### config.mk
export PLATFORM = sky130hd
export DESIGN_NAME = imm_gen_pipe_flat
export DESIGN_NICKNAME = d
export VERILOG_FILES = /design/src/rtl/imm_gen_pipe_if.sv /design/src/rtl/imm_gen_pipe.sv /design/src/flat_wrapper.sv
export SDC_FILE = /design/constraint.sdc
export NUM_CORES = 1
export LEC_CHECK = 0
export CAP_MARGIN = 20
export CORE_MARGIN = 4
export CORE_UTILIZATION = 36
export CTS_CLUSTER_DIAMETER = 50
export DETAILED_ROUTE_END_ITERATION = 8
export GPL_TIMING_DRIVEN = 0
export PLACE_DENSITY_LB_ADDON = 0.25
export SLEW_MARGIN = 30
export SYNTH_ARGS = -nofsm -noshare
export SYNTH_HDL_FRONTEND = slang
export SYNTH_SLANG_ARGS = --single-unit
### constraint.sdc
create_clock -name clk -period 1.4 [get_ports clk]
set_input_delay 0.28 -clock clk [delete_from_list [all_inputs] [get_ports clk]]
set_output_delay 0.28 -clock clk [all_outputs]
set_load 0.05 [all_outputs]
### src/rtl/imm_gen_pipe_if.sv
// imm_gen_pipe_if: valid/ready bundle between the decode stage and imm_gen_pipe.
// The slave modport is the immediate generator itself; master is the side that
// offers instructions and consumes immediates.
interface imm_gen_pipe_if #(
    parameter int XLEN     = 32,
    parameter int TAG_W    = 32,
    parameter int ERRCNT_W = 8
);
    // Input side: instruction, format select and sideband tag.
    logic                in_valid;
    logic                in_ready;
    logic [31:0]         instr;
    logic [2:0]          imm_src;
    logic [TAG_W-1:0]    in_tag;

    // Output side: extended immediate with its tag and error flag.
    logic                out_valid;
    logic                out_ready;
    logic [XLEN-1:0]     imm_ext;
    logic [TAG_W-1:0]    out_tag;
    logic                imm_err;
    logic [ERRCNT_W-1:0] err_cnt;

    modport master (
        output in_valid, instr, imm_src, in_tag, out_ready,
        input  in_ready, out_valid, imm_ext, out_tag, imm_err, err_cnt
    );

    modport slave (
        input  in_valid, instr, imm_src, in_tag, out_ready,
        output in_ready, out_valid, imm_ext, out_tag, imm_err, err_cnt
    );
endinterface

### src/rtl/imm_gen_pipe.sv
// imm_gen_pipe: RISC-V immediate generator (I/S/B/J/U/CSR zimm) with a
// one-cycle valid/ready pipeline, pass-through tag, illegal-select flag and a
// saturating illegal-select counter.
// Build option IMM_GEN_PIPE_SKID_EN: main+skid two-entry buffer with a
// registered in_ready. Without it, a single output register whose in_ready
// depends combinationally on out_ready.
module imm_gen_pipe #(
    parameter int XLEN     = 32,
    parameter int TAG_W    = 32,
    parameter int ERRCNT_W = 8
) (
    input logic           clk,
    input logic           rst_n,
    imm_gen_pipe_if.slave bus
);
    localparam logic [2:0] SRC_I = 3'b000;
    localparam logic [2:0] SRC_S = 3'b001;
    localparam logic [2:0] SRC_B = 3'b010;
    localparam logic [2:0] SRC_J = 3'b011;
    localparam logic [2:0] SRC_U = 3'b100;
    localparam logic [2:0] SRC_Z = 3'b101;

    logic [31:0]         instr;
    logic [31:0]         imm_raw;
    logic                illegal;
    logic [XLEN-1:0]     imm_wide;
    logic                accept;
    logic [ERRCNT_W-1:0] err_cnt;

    logic                main_valid;
    logic [XLEN-1:0]     main_imm;
    logic [TAG_W-1:0]    main_tag;
    logic                main_err;

    // Opcode bits never feed an immediate.
    logic unused_opcode;
    assign unused_opcode = ^instr[6:0];
    assign instr = bus.instr;

    // Select the immediate fields; every format yields a 32-bit signed value.
    // NOTE: defaults come before the case so no path leaves an output unassigned (no latch).
    always_comb begin
        imm_raw = '0;
        illegal = 1'b0;
        case (bus.imm_src)
            SRC_I:   imm_raw = {{20{instr[31]}}, instr[31:20]};
            SRC_S:   imm_raw = {{20{instr[31]}}, instr[31:25], instr[11:7]};
            SRC_B:   imm_raw = {{19{instr[31]}}, instr[31], instr[7], instr[30:25], instr[11:8], 1'b0};
            SRC_J:   imm_raw = {{11{instr[31]}}, instr[31], instr[19:12], instr[20], instr[30:21], 1'b0};
            SRC_U:   imm_raw = {instr[31:12], 12'b0};
            SRC_Z:   imm_raw = {27'b0, instr[19:15]};
            default: illegal = 1'b1;
        endcase
    end

    // zimm has bit 31 clear, so a single signed widening covers every format.
    assign imm_wide = XLEN'($signed(imm_raw));

    // Count accepted illegal selects, sticking at all-ones.
    // NOTE: sequential state uses non-blocking assignments so every flop samples pre-edge values.
    always_ff @(posedge clk) begin
        if (!rst_n) begin
            err_cnt <= '0;
        end else if (accept && illegal && (err_cnt != '1)) begin
            err_cnt <= err_cnt + ERRCNT_W'(1);
        end
    end

`ifdef IMM_GEN_PIPE_SKID_EN
    logic             skid_valid;
    logic             skid_valid_n;
    logic [XLEN-1:0]  skid_imm;
    logic [TAG_W-1:0] skid_tag;
    logic             skid_err;
    logic             ready_q;
    logic             main_free;

    assign main_free    = !main_valid || bus.out_ready;
    assign accept       = bus.in_valid && ready_q;
    // Skid only stays/becomes occupied while main is stalled.
    assign skid_valid_n = main_free ? 1'b0 : (skid_valid || accept);
    assign bus.in_ready = ready_q;

    // Main entry refills from skid first, else from the input; ready tracks skid-empty.
    always_ff @(posedge clk) begin
        if (!rst_n) begin
            main_valid <= 1'b0;
            main_imm   <= '0;
            main_tag   <= '0;
            main_err   <= 1'b0;
            skid_valid <= 1'b0;
            ready_q    <= 1'b0;
        end else begin
            skid_valid <= skid_valid_n;
            ready_q    <= !skid_valid_n;
            if (main_free) begin
                if (skid_valid) begin
                    main_valid <= 1'b1;
                    main_imm   <= skid_imm;
                    main_tag   <= skid_tag;
                    main_err   <= skid_err;
                end else begin
                    main_valid <= accept;
                    if (accept) begin
                        main_imm <= imm_wide;
                        main_tag <= bus.in_tag;
                        main_err <= illegal;
                    end
                end
            end
        end
    end

    // Park an accepted beat in skid when main cannot advance.
    // NOTE: the skid payload is never reset; skid_valid alone decides whether it is meaningful.
    always_ff @(posedge clk) begin
        if (!main_free && accept) begin
            skid_imm <= imm_wide;
            skid_tag <= bus.in_tag;
            skid_err <= illegal;
        end
    end
`else
    assign bus.in_ready = rst_n && (!main_valid || bus.out_ready);
    assign accept       = bus.in_valid && bus.in_ready;

    // Single output register: load on accept, clear valid when drained with no new beat.
    always_ff @(posedge clk) begin
        if (!rst_n) begin
            main_valid <= 1'b0;
            main_imm   <= '0;
            main_tag   <= '0;
            main_err   <= 1'b0;
        end else if (bus.in_ready) begin
            main_valid <= bus.in_valid;
            if (bus.in_valid) begin
                main_imm <= imm_wide;
                main_tag <= bus.in_tag;
                main_err <= illegal;
            end
        end
    end
`endif

    assign bus.out_valid = main_valid;
    assign bus.imm_ext   = main_imm;
    assign bus.out_tag   = main_tag;
    assign bus.imm_err   = main_err;
    assign bus.err_cnt   = err_cnt;
endmodule

### src/flat_wrapper.sv
// flat-port wrapper written by rule: the top's interface ports become plain ports
module imm_gen_pipe_flat 
#(
    parameter int XLEN     = 32,
    parameter int TAG_W    = 32,
    parameter int ERRCNT_W = 8
)
  (clk, rst_n, bus_in_valid, bus_instr, bus_imm_src, bus_in_tag, bus_out_ready, bus_in_ready, bus_out_valid, bus_imm_ext, bus_out_tag, bus_imm_err, bus_err_cnt);
  imm_gen_pipe_if #(.XLEN(XLEN), .TAG_W(TAG_W), .ERRCNT_W(ERRCNT_W)) bus_i ();
  input logic clk;
  input logic rst_n;
  input wire logic [$bits(bus_i.in_valid)-1:0] bus_in_valid;
  input wire logic [$bits(bus_i.instr)-1:0] bus_instr;
  input wire logic [$bits(bus_i.imm_src)-1:0] bus_imm_src;
  input wire logic [$bits(bus_i.in_tag)-1:0] bus_in_tag;
  input wire logic [$bits(bus_i.out_ready)-1:0] bus_out_ready;
  output wire logic [$bits(bus_i.in_ready)-1:0] bus_in_ready;
  output wire logic [$bits(bus_i.out_valid)-1:0] bus_out_valid;
  output wire logic [$bits(bus_i.imm_ext)-1:0] bus_imm_ext;
  output wire logic [$bits(bus_i.out_tag)-1:0] bus_out_tag;
  output wire logic [$bits(bus_i.imm_err)-1:0] bus_imm_err;
  output wire logic [$bits(bus_i.err_cnt)-1:0] bus_err_cnt;
  assign bus_i.in_valid = bus_in_valid;
  assign bus_i.instr = bus_instr;
  assign bus_i.imm_src = bus_imm_src;
  assign bus_i.in_tag = bus_in_tag;
  assign bus_i.out_ready = bus_out_ready;
  assign bus_in_ready = bus_i.in_ready;
  assign bus_out_valid = bus_i.out_valid;
  assign bus_imm_ext = bus_i.imm_ext;
  assign bus_out_tag = bus_i.out_tag;
  assign bus_imm_err = bus_i.imm_err;
  assign bus_err_cnt = bus_i.err_cnt;
  imm_gen_pipe #(.XLEN(XLEN), .TAG_W(TAG_W), .ERRCNT_W(ERRCNT_W)) u_core (.clk(clk), .rst_n(rst_n), .bus(bus_i));
endmodule
### Word-level counts from Yosys, hierarchy flattened

Index checks and enable logic that the tools add are counted.

* add/subtract/negate cells: 1
* equal/unequal tests: 6
* mux-type cells: 2
* reduce and logical (&&, ||, !) cells: 9

Operators by type and width (count)
* 32-bit case mux with 6 select lines: 1
* 8-bit by 1-bit adder with 8-bit output (second input constant): 1
* 8-bit != test (second input constant): 1
* 3-bit by 2-bit == test with 1-bit output (second input constant): 2
* 3-bit == test (second input constant): 2
* 6-bit OR reduction: 1
* 1-bit logical AND: 4
* 3-bit by 1-bit == test with 1-bit output (second input constant): 1
* 3-bit zero test: 1
* 2-bit AND reduction: 1
* 1-bit zero test: 1
* 1-bit logical OR: 1
* 1-bit two-way mux: 1

* bits in registers: 74
* input port bits: 71
* output and inout port bits: 75
* logic and storage cells: 23

### Depth between registers and ports, before layout

Gate-level depths: netlist (run 1).

* depth in word-level cells: 6
* mapped depth: 6
* depth with buffers taken out: 5

### Worst setup path after synthesis (run 1)

No wires, ideal clock.

* path type: reg2reg
* from: register u_core.err_cnt[0], in the netlist u_core.bus.err_cnt[0]
* to: register u_core.err_cnt[6], in the netlist u_core.bus.err_cnt[6]
* setup time: 0.149 ns
* arrival: 1.634 ns
* data required time: 1.251 ns
* setup slack: -0.383 ns
* stages on the path, launching flop included: 6
* path buffers: 0
* period minus slack after synthesis: 1.783 ns
* cells stage by stage: dfxtp_1 > ha_1 > nand4_1 > nor2_1 > nor4_1 > mux2i_1

* longest elaborated chain between the ends: 2
* elaborated cells on any way between the ends: 3
* those cells by class: add/sub: 1; eq/ne: 1; reduce/logical: 1

Ends and longest elaborated chain
* start: declaration: RTL line imm_gen_pipe.sv:28 `logic [ERRCNT_W-1:0] err_cnt;`
* start signal: assignment: RTL line imm_gen_pipe.sv:65 `err_cnt <= err_cnt + ERRCNT_W'(1);`
* branches (longest 2 deep; another with 8-bit by 1-bit adder with 8-bit output)

Parallel ways; which one is timed is not known.
A chain may end at the register's enable or synchronous reset.

### Worst setup path after layout (run 1)

* from: register u_core.main_valid, in the netlist u_core.bus.out_valid
* to: register u_core.err_cnt[3], in the netlist u_core.bus.err_cnt[3]

* longest elaborated chain between the ends: 6

Ends and longest elaborated chain
* start: declaration: RTL line imm_gen_pipe.sv:30 `logic main_valid;`
* start signal: assignment: RTL line imm_gen_pipe.sv:135 `main_valid <= bus.in_valid;`
* 1-bit zero test: RTL line imm_gen_pipe.sv:124 `assign bus.in_ready = rst_n && (!main_valid || bus.out_ready);`
* 1-bit logical OR: RTL line imm_gen_pipe.sv:124
* 1-bit logical AND: RTL line imm_gen_pipe.sv:124
* 1-bit logical AND: RTL line imm_gen_pipe.sv:125 `assign accept = bus.in_valid && bus.in_ready;`
* 1-bit logical AND (2 in a row): RTL line imm_gen_pipe.sv:64 `end else if (accept && illegal && (err_cnt != '1)) begin`

No other way between the ends.

==> reports/qor.yml, run 1 <==
sw_frac_of_total_pct: 29.7
grt_max_degree: 13
vias: 3151
tightest_slew_ns: 0.568
powerDensity_nw_per_um2: 1040
drc: 0
htree_levels: 3
worstSetupEndpointType: "flop"
dieArea_um2: 9860
clk_latency_ns: 0.34
area.growth.synth_to_final_pct: 66.5
synth_area_um2: 3000
hpwl_mm: 6.62
rr_startpoint: "u_core.bus.out_valid"
rr_endpoint: "u_core.bus.err_cnt[3]"
drv_cap: 0
setup_tns_ns: -0.124
avgSynthCellArea_um2: 8.31
start_util_pct: 36.7
synth_edf_count: 0
clockBufferDepth: 2
gp_congestion: 0.784
skew_ns: 0.00594
syn_inst: 361
cts_root_buffer: "clkbuf_8"
port_buffers: 135
die_y_um: 99.3
synth_cell_type_count: 44
fillCellCount: 710
ff2ff_path_depth: 6
final_area_um2: 4990
rows: 33
grt_antenna_before_repair: 0
ant_nets: 0
grt_usage_pct: 18.5
layout-drive-gt1-share_pct: 29.2
final_nets: 586
cts_tree: "built"
async_flop_share_pct: 0
syn-num-nets: 433
status: "complete, but fails checks"
ys_ff_latch: 74
synth.area.top_cells: "dfxtp_1 (49%), nand2_1 (13%), nand3_1 (6.0%)"
fin_ws_ns: -0.0411
yosys.area.top_type: "dfxtp_1"
numCtsBuffers: 9
clock.fmax_mhz: 694
rrSetupSlack_ns: -0.04
wire_per_inst_um: 14.9
crit_start: "u_core.bus.out_valid"
hold_buffers: 0
netlist_top_cells_count: "nand2_1 (106), dfxtp_1 (74), nand3_1 (36)"
p_sw_w: 0.00154
dp_slack_ns: -1.12
p_clk_share_pct: 34.1
slew_violations: 0
cp.required_ns: 1.62
final_util_pct: 61.1
viasPerCell: 5.07
hold_violations: 0
violations: "negative setup slack"
worstPathMaxFanout: 6
die_x_um: 99.3
peakVddDrop_mv: 0.451
io-pin-count: 146
p_int_w: 0.00364
period_share_pct: 103
routed_wl_mm: 9.27
clock_sinks: 74
arrival_ns: 1.66
hold_path_class: "input port to flop"
core-area_um2: 8180
antennaDiodeCount: 0
rsz0062_at_grt: "true"
slew_headroom_pct: 62.0
ys_warn_count: 0
first_global_vias: 3088
comb_power_share_pct: 22.2
critPathLaunchType: "flop"
clk_pin_slew_ns: 0.08
setup_viol: 6
ys.flop_type: "dfxtp_1"
grt_pass1_wl_mm: 14.8
pwr-share-seq_pct: 43.7
firstDrtPassIters: 4
yosysSeqAreaShare_pct: 49.4
period_minus_slack_ns: 1.44
p_leak_nw: 2.02
synth_top_area_share_pct: 49.4
yosysMostFrequentCell: "nand2_1"
overflow: 0
drt_iter0_drc: 65
endpoint: "u_core.bus.err_cnt[3]"
worstSetupPathType: "flop to flop"
post_dp_cell_area_um2: 4560
## logic make-up after synthesis
kind of cell             count (synthesis)  synth area share (%)
AND/OR/NAND/NOR                        182                  28.0
flip-flops                              74                  49.4
AO/OA/AOI/OAI                           66                  14.3
buffers and inverters                   28                  4.55
multiplexers                             9                  3.05
XOR/XNOR                                 1                 0.292
adder cells (fa/ha/maj)                  1                 0.417
## worst max-delay path, stage by stage, from the launching register on
cell and delay, ns:
dfxtp_4 0.34, or2b_4 0.22, nand3_4 0.09, buf_8 0.15, clkbuf_2 0.14, o31ai_1 0.28
a21oi_1 0.10
## metrics by stage
step           hold slack, ns  total power (W)  instances
2_1_floorplan           0.379          0.00298        361
3_3_place_gp            0.439          0.00346        601
3_5_place_dp            0.444          0.00347        601
4_1_cts                 0.286          0.00522        619
5_1_grt                 0.327          0.00539        622
6_report                0.306          0.00518        622
## how the worst min path moves through the flow
stage | end | slack [ns] | start | cells after the start
final | u_core.bus.imm_ext[0] | 0.31 | bus_imm_src[1] | 3
after global routing | u_core.bus.imm_ext[0] | 0.33 | bus_imm_src[1] | 3
after CTS | u_core.bus.imm_ext[0] | 0.29 | bus_imm_src[1] | 3
after detailed placement | u_core.bus.imm_ext[10] | 0.44 | u_core.bus.imm_ext[10] | 2
after global placement | u_core.bus.imm_ext[28] | 0.44 | u_core.bus.imm_ext[28] | 2
after floorplan | u_core.bus.out_tag[0] | 0.38 | bus_in_tag[0] | 2
## flip-flops by register name (all words and copies together) (netlist names)
name and flops:
u_core.bus.out_tag 32, u_core.bus.imm_err 1, u_core.bus.imm_ext 32, u_core.bus.out_valid 1, u_core.bus.err_cnt 8
## timing repair
item                       4_1_cts  5_1_grt
setup endpoints to repair      146       52
pin swaps                        3        0
setup buffers                    5        4
gates resized for setup        260       25
## power by group through the flow
stage	clock, W	combinational, W	sequential [W]
after detailed placement	0	0.00116	0.00231
after CTS	0.00181	0.00115	0.00226
after floorplan	0	0.000296	0.00269
final	0.00177	0.00115	0.00226
after global routing	0.00189	0.00122	0.00228
after global placement	0	0.00115	0.00231
## area by class of cell
cell class | count | area, um^2 | share of cell area, %
Timing Repair Buffer | 144 | 1490 | 29.9
Multi-Input combinational cell | 259 | 1490 | 29.9
Clock inverter | 5 | 80.1 | 1.60
Clock buffer | 9 | 124 | 2.48
Inverter | 2 | 10.0 | 0.201
Sequential cell | 74 | 1500 | 30.1
Tap cell | 105 | 131 | 2.63
Buffer | 24 | 161 | 3.23
## cells in the final DEF (no fill, tap or decap), types with 8 or more instances in the layout
master / instances
nand3_1: 35
clkdlybuf4s15_2: 66
mux2i_1: 8
a21o_1: 10
dfxtp_1: 65
buf_4: 9
a21oi_1: 33
nand2_1: 103
buf_2: 10
clkdlybuf4s50_1: 57
o2bb2ai_1: 8
clkbuf_8: 9
## per-layer routing
layer	vias up	GRT usage, %	routed length (um)
li1	1545	-	-
met1	1470	23.3	3960
met2	114	30.3	4520
met3	22	4.21	559
met4	0	8.40	231
met5	-	0	0
(Power assumes the default switching activity.)
==> run 2, diff against run 1 <==
--- a/config.mk
+++ b/config.mk
@@ -11,7 +11,7 @@
 export CTS_CLUSTER_DIAMETER = 50
 export DETAILED_ROUTE_END_ITERATION = 8
 export GPL_TIMING_DRIVEN = 0
-export PLACE_DENSITY_LB_ADDON = 0.25
+export PLACE_DENSITY = 0.76
 export SLEW_MARGIN = 30
 export SYNTH_ARGS = -nofsm -noshare
 export SYNTH_HDL_FRONTEND = slang
==> run 2 against run 1 <==
The flow still finishes with violations (negative setup slack). Largest power group unchanged. Critical endpoint is now u_core.bus.err_cnt[4]. Setup slack got worse by 0.058 ns. Clock-buffer cell count increased by 1. Sequential share of layout area decreased by 0.26 points. Worst hold slack improved by 0.00057 ns. Sequential power about the same. Sequential cell count unchanged. Largest cell class unchanged.
==> reports/qor.yml, run 2 (synthesis results as in run 1) <==
overflow: 0  # unchanged
grt_antenna_before_repair: 0  # unchanged
path_delay_family: "simple AND/OR/NAND/NOR gates"
core-area_um2: 8180  # unchanged
hpwl_mm: 6.88  # +3.9%
grt_usage_pct: 18.1  # -0.39 points
setup_viol: 7  # +1
regArea_um2: 1500  # unchanged
layout_commonest_cell: "nand2_1"
cts_root_buffer: "clkbuf_8"
start_util_pct: 36.7  # unchanged
dieArea_um2: 9860  # unchanged
critPathLaunchType: "flop"
multi_input_area_um2: 1490  # about the same
cp.required_ns: 1.67  # +0.05 ns
worstSetupPathType: "flop to flop"
slew_violations: 0  # unchanged
cpPeakStageDelay_ns: 0.56  # +0.22 ns
layout-drive-gt1-share_pct: 29.5  # +0.29 points
worstSetupEndpointType: "flop"
final_cells: 627  # +0.80%
die_x_um: 99.3  # unchanged
slew_headroom_pct: 58.0  # -4.1 points
violations: "negative setup slack"
crit_buf_inv: 0  # -2
hold_path_class: "input port to flop"
hold_buffers: 0  # unchanged
period_share_pct: 107  # +4.1 points
p_leak_nw: 2.03  # +0.56%
clock.fmax_mhz: 667  # -3.9%
viasPerCell: 4.97  # -1.9%
grt_max_degree: 14  # +1
die_y_um: 99.3  # unchanged
grt_pass1_wl_mm: 14.5  # -2.0%
peakVddDrop_mv: 0.534  # +18%
first_global_vias: 2998  # -2.9%
slowest_stage: "or4_1"
numCtsBuffers: 9  # unchanged
clock_sinks: 74  # unchanged
worstPathMaxFanout: 4  # -2
rsz0062_at_grt: "true"
rows: 33  # unchanged
clk_latency_ns: 0.33  # about the same
ant_nets: 0  # unchanged
fin_ws_ns: -0.0992  # -0.0581 ns
period_minus_slack_ns: 1.50  # +0.0581 ns
area.growth.synth_to_final_pct: 67.9
arrival_ns: 1.77  # +0.11 ns
final_util_pct: 61.6  # +0.54 points
final_nets: 589  # +0.51%
routed_wl_mm: 9.27  # about the same
cts_tree: "built"
path_cells: "ha_4, nand4_1, nor2_2, or4_1, a21oi_2"
mostFrequentLayoutCells: "nand2_1 (103), clkdlybuf4s15_2 (68), dfxtp_1 (65), clkdlybuf4s50_1 (57), nand3_1 (35)"
io-pin-count: 146  # unchanged
place_inst: 601  # unchanged
worst_hold_slack_ns: 0.306  # +0.000570 ns
firstDrtPassIters: 4  # unchanged
port_buffers: 135  # unchanged
skew_ns: 0.00338  # -0.00256 ns
fillCellCount: 687  # -3.2%
clk_pin_slew_ns: 0.08  # about the same
powerDensity_nw_per_um2: 1060  # +1.7%
antennaDiodeCount: 0  # unchanged
drt_iter0_drc: 91  # +40%
wire_per_inst_um: 14.8  # -0.78%
htree_levels: 3  # unchanged
gp_congestion: 0.782  # -0.28%
tightest_slew_ns: 0.629  # +0.0612 ns
clockBufferDepth: 2  # unchanged
status: "complete, but fails checks"
hold_violations: 0  # unchanged
drv_cap: 0  # unchanged
drc: 0  # unchanged
vias: 3115  # -1.1%
-- run 2: cell types whose count changed in the layout (fill, tap and decap cells not counted), sizes merged --
cell           delta
buf               -2
clkbuf            +5
clkdlybuf4s15     +2
clkdlybuf4s18     -2
clkinv            -1
clkinvlp          +3
inv               -1
nor2              +1
-- run 2: worst register-to-register path: stages, from the launching register on --
cell     delay (ns)
dfxtp_4        0.37
ha_4           0.17
nand4_1        0.13
nor2_2         0.07
or4_1          0.56
a21oi_2        0.15
-- run 2: final timing paths --
path	startpoint	endpoint	slack (ns)	depth (start not counted)
setup / recovery	u_core.bus.err_cnt[1]	u_core.bus.err_cnt[4]	-0.1	5
hold reg to reg	u_core.bus.out_tag[29]	u_core.bus.out_tag[29]	0.46	2
setup reg to reg	u_core.bus.err_cnt[1]	u_core.bus.err_cnt[4]	-0.1	5
hold / removal	bus_imm_src[1]	u_core.bus.imm_ext[0]	0.31	3
-- run 2: layout make-up --
cell class,instances,area share [%]
clock buffer,10,2.96
sequential,74,29.8
buffer,25,3.11
timing repair buffer,145,30.0
multi-input combinational,260,29.6
inverter,2,0.199
clock inverter,6,1.74
tap,105,2.61
-- run 2: timing repair --
action,CTS,global route
buffers inserted,5,5
endpoints found under the hold margin,0,0
gates cloned,0,1
endpoints found under the setup margin,147,61
resized for setup,251,23
pin swaps,3,6
-- run 2: through the flow --
step | instance area, um^2 | worst slack (ns) | setup TNS (ns) | total power (W)
2_1_floorplan | 3070 | -0.0492 | -0.0539 | 0.00298
3_3_place_gp | 4560 | -1.12 | -39.98 | 0.00346
3_5_place_dp | 4560 | -1.13 | -42.88 | 0.00347
4_1_cts | 4960 | -0.0319 | -0.0583 | 0.00538
5_1_grt | 5040 | -0.135 | -2.43 | 0.00554
6_report | 5040 | -0.0992 | -0.268 | 0.00532
-- run 2: power breakdown --
group	total [W]	internal, W	leakage, nW	switching [W]
Clock	0.00190	0.00111	0.110	0.000795
Combinational	0.00115	0.000447	1.31	0.000704
Sequential	0.00227	0.00221	0.611	0.0000573
Total	0.00532	0.00376	2.03	0.00156
-- run 2: per-layer routing --
metal	vias to the layer above	part of all wire, %	routed length, um	global-route usage (%)
met5	-	0	0	0
li1	1546	-	-	-
met4	0	1.5	142	7.67
met2	108	49	4550	30.6
met1	1449	43	4020	22.5
met3	12	6.0	560	3.65
==> run 3, diff against run 2 <==
--- a/config.mk
+++ b/config.mk
@@ -8,7 +8,6 @@
 export CAP_MARGIN = 20
 export CORE_MARGIN = 4
 export CORE_UTILIZATION = 36
-export CTS_CLUSTER_DIAMETER = 50
 export DETAILED_ROUTE_END_ITERATION = 8
 export GPL_TIMING_DRIVEN = 0
 export PLACE_DENSITY = 0.76
==> results of run 3 <==
Same layout as run 2: the final DEF is identical, and so are final timing and power.
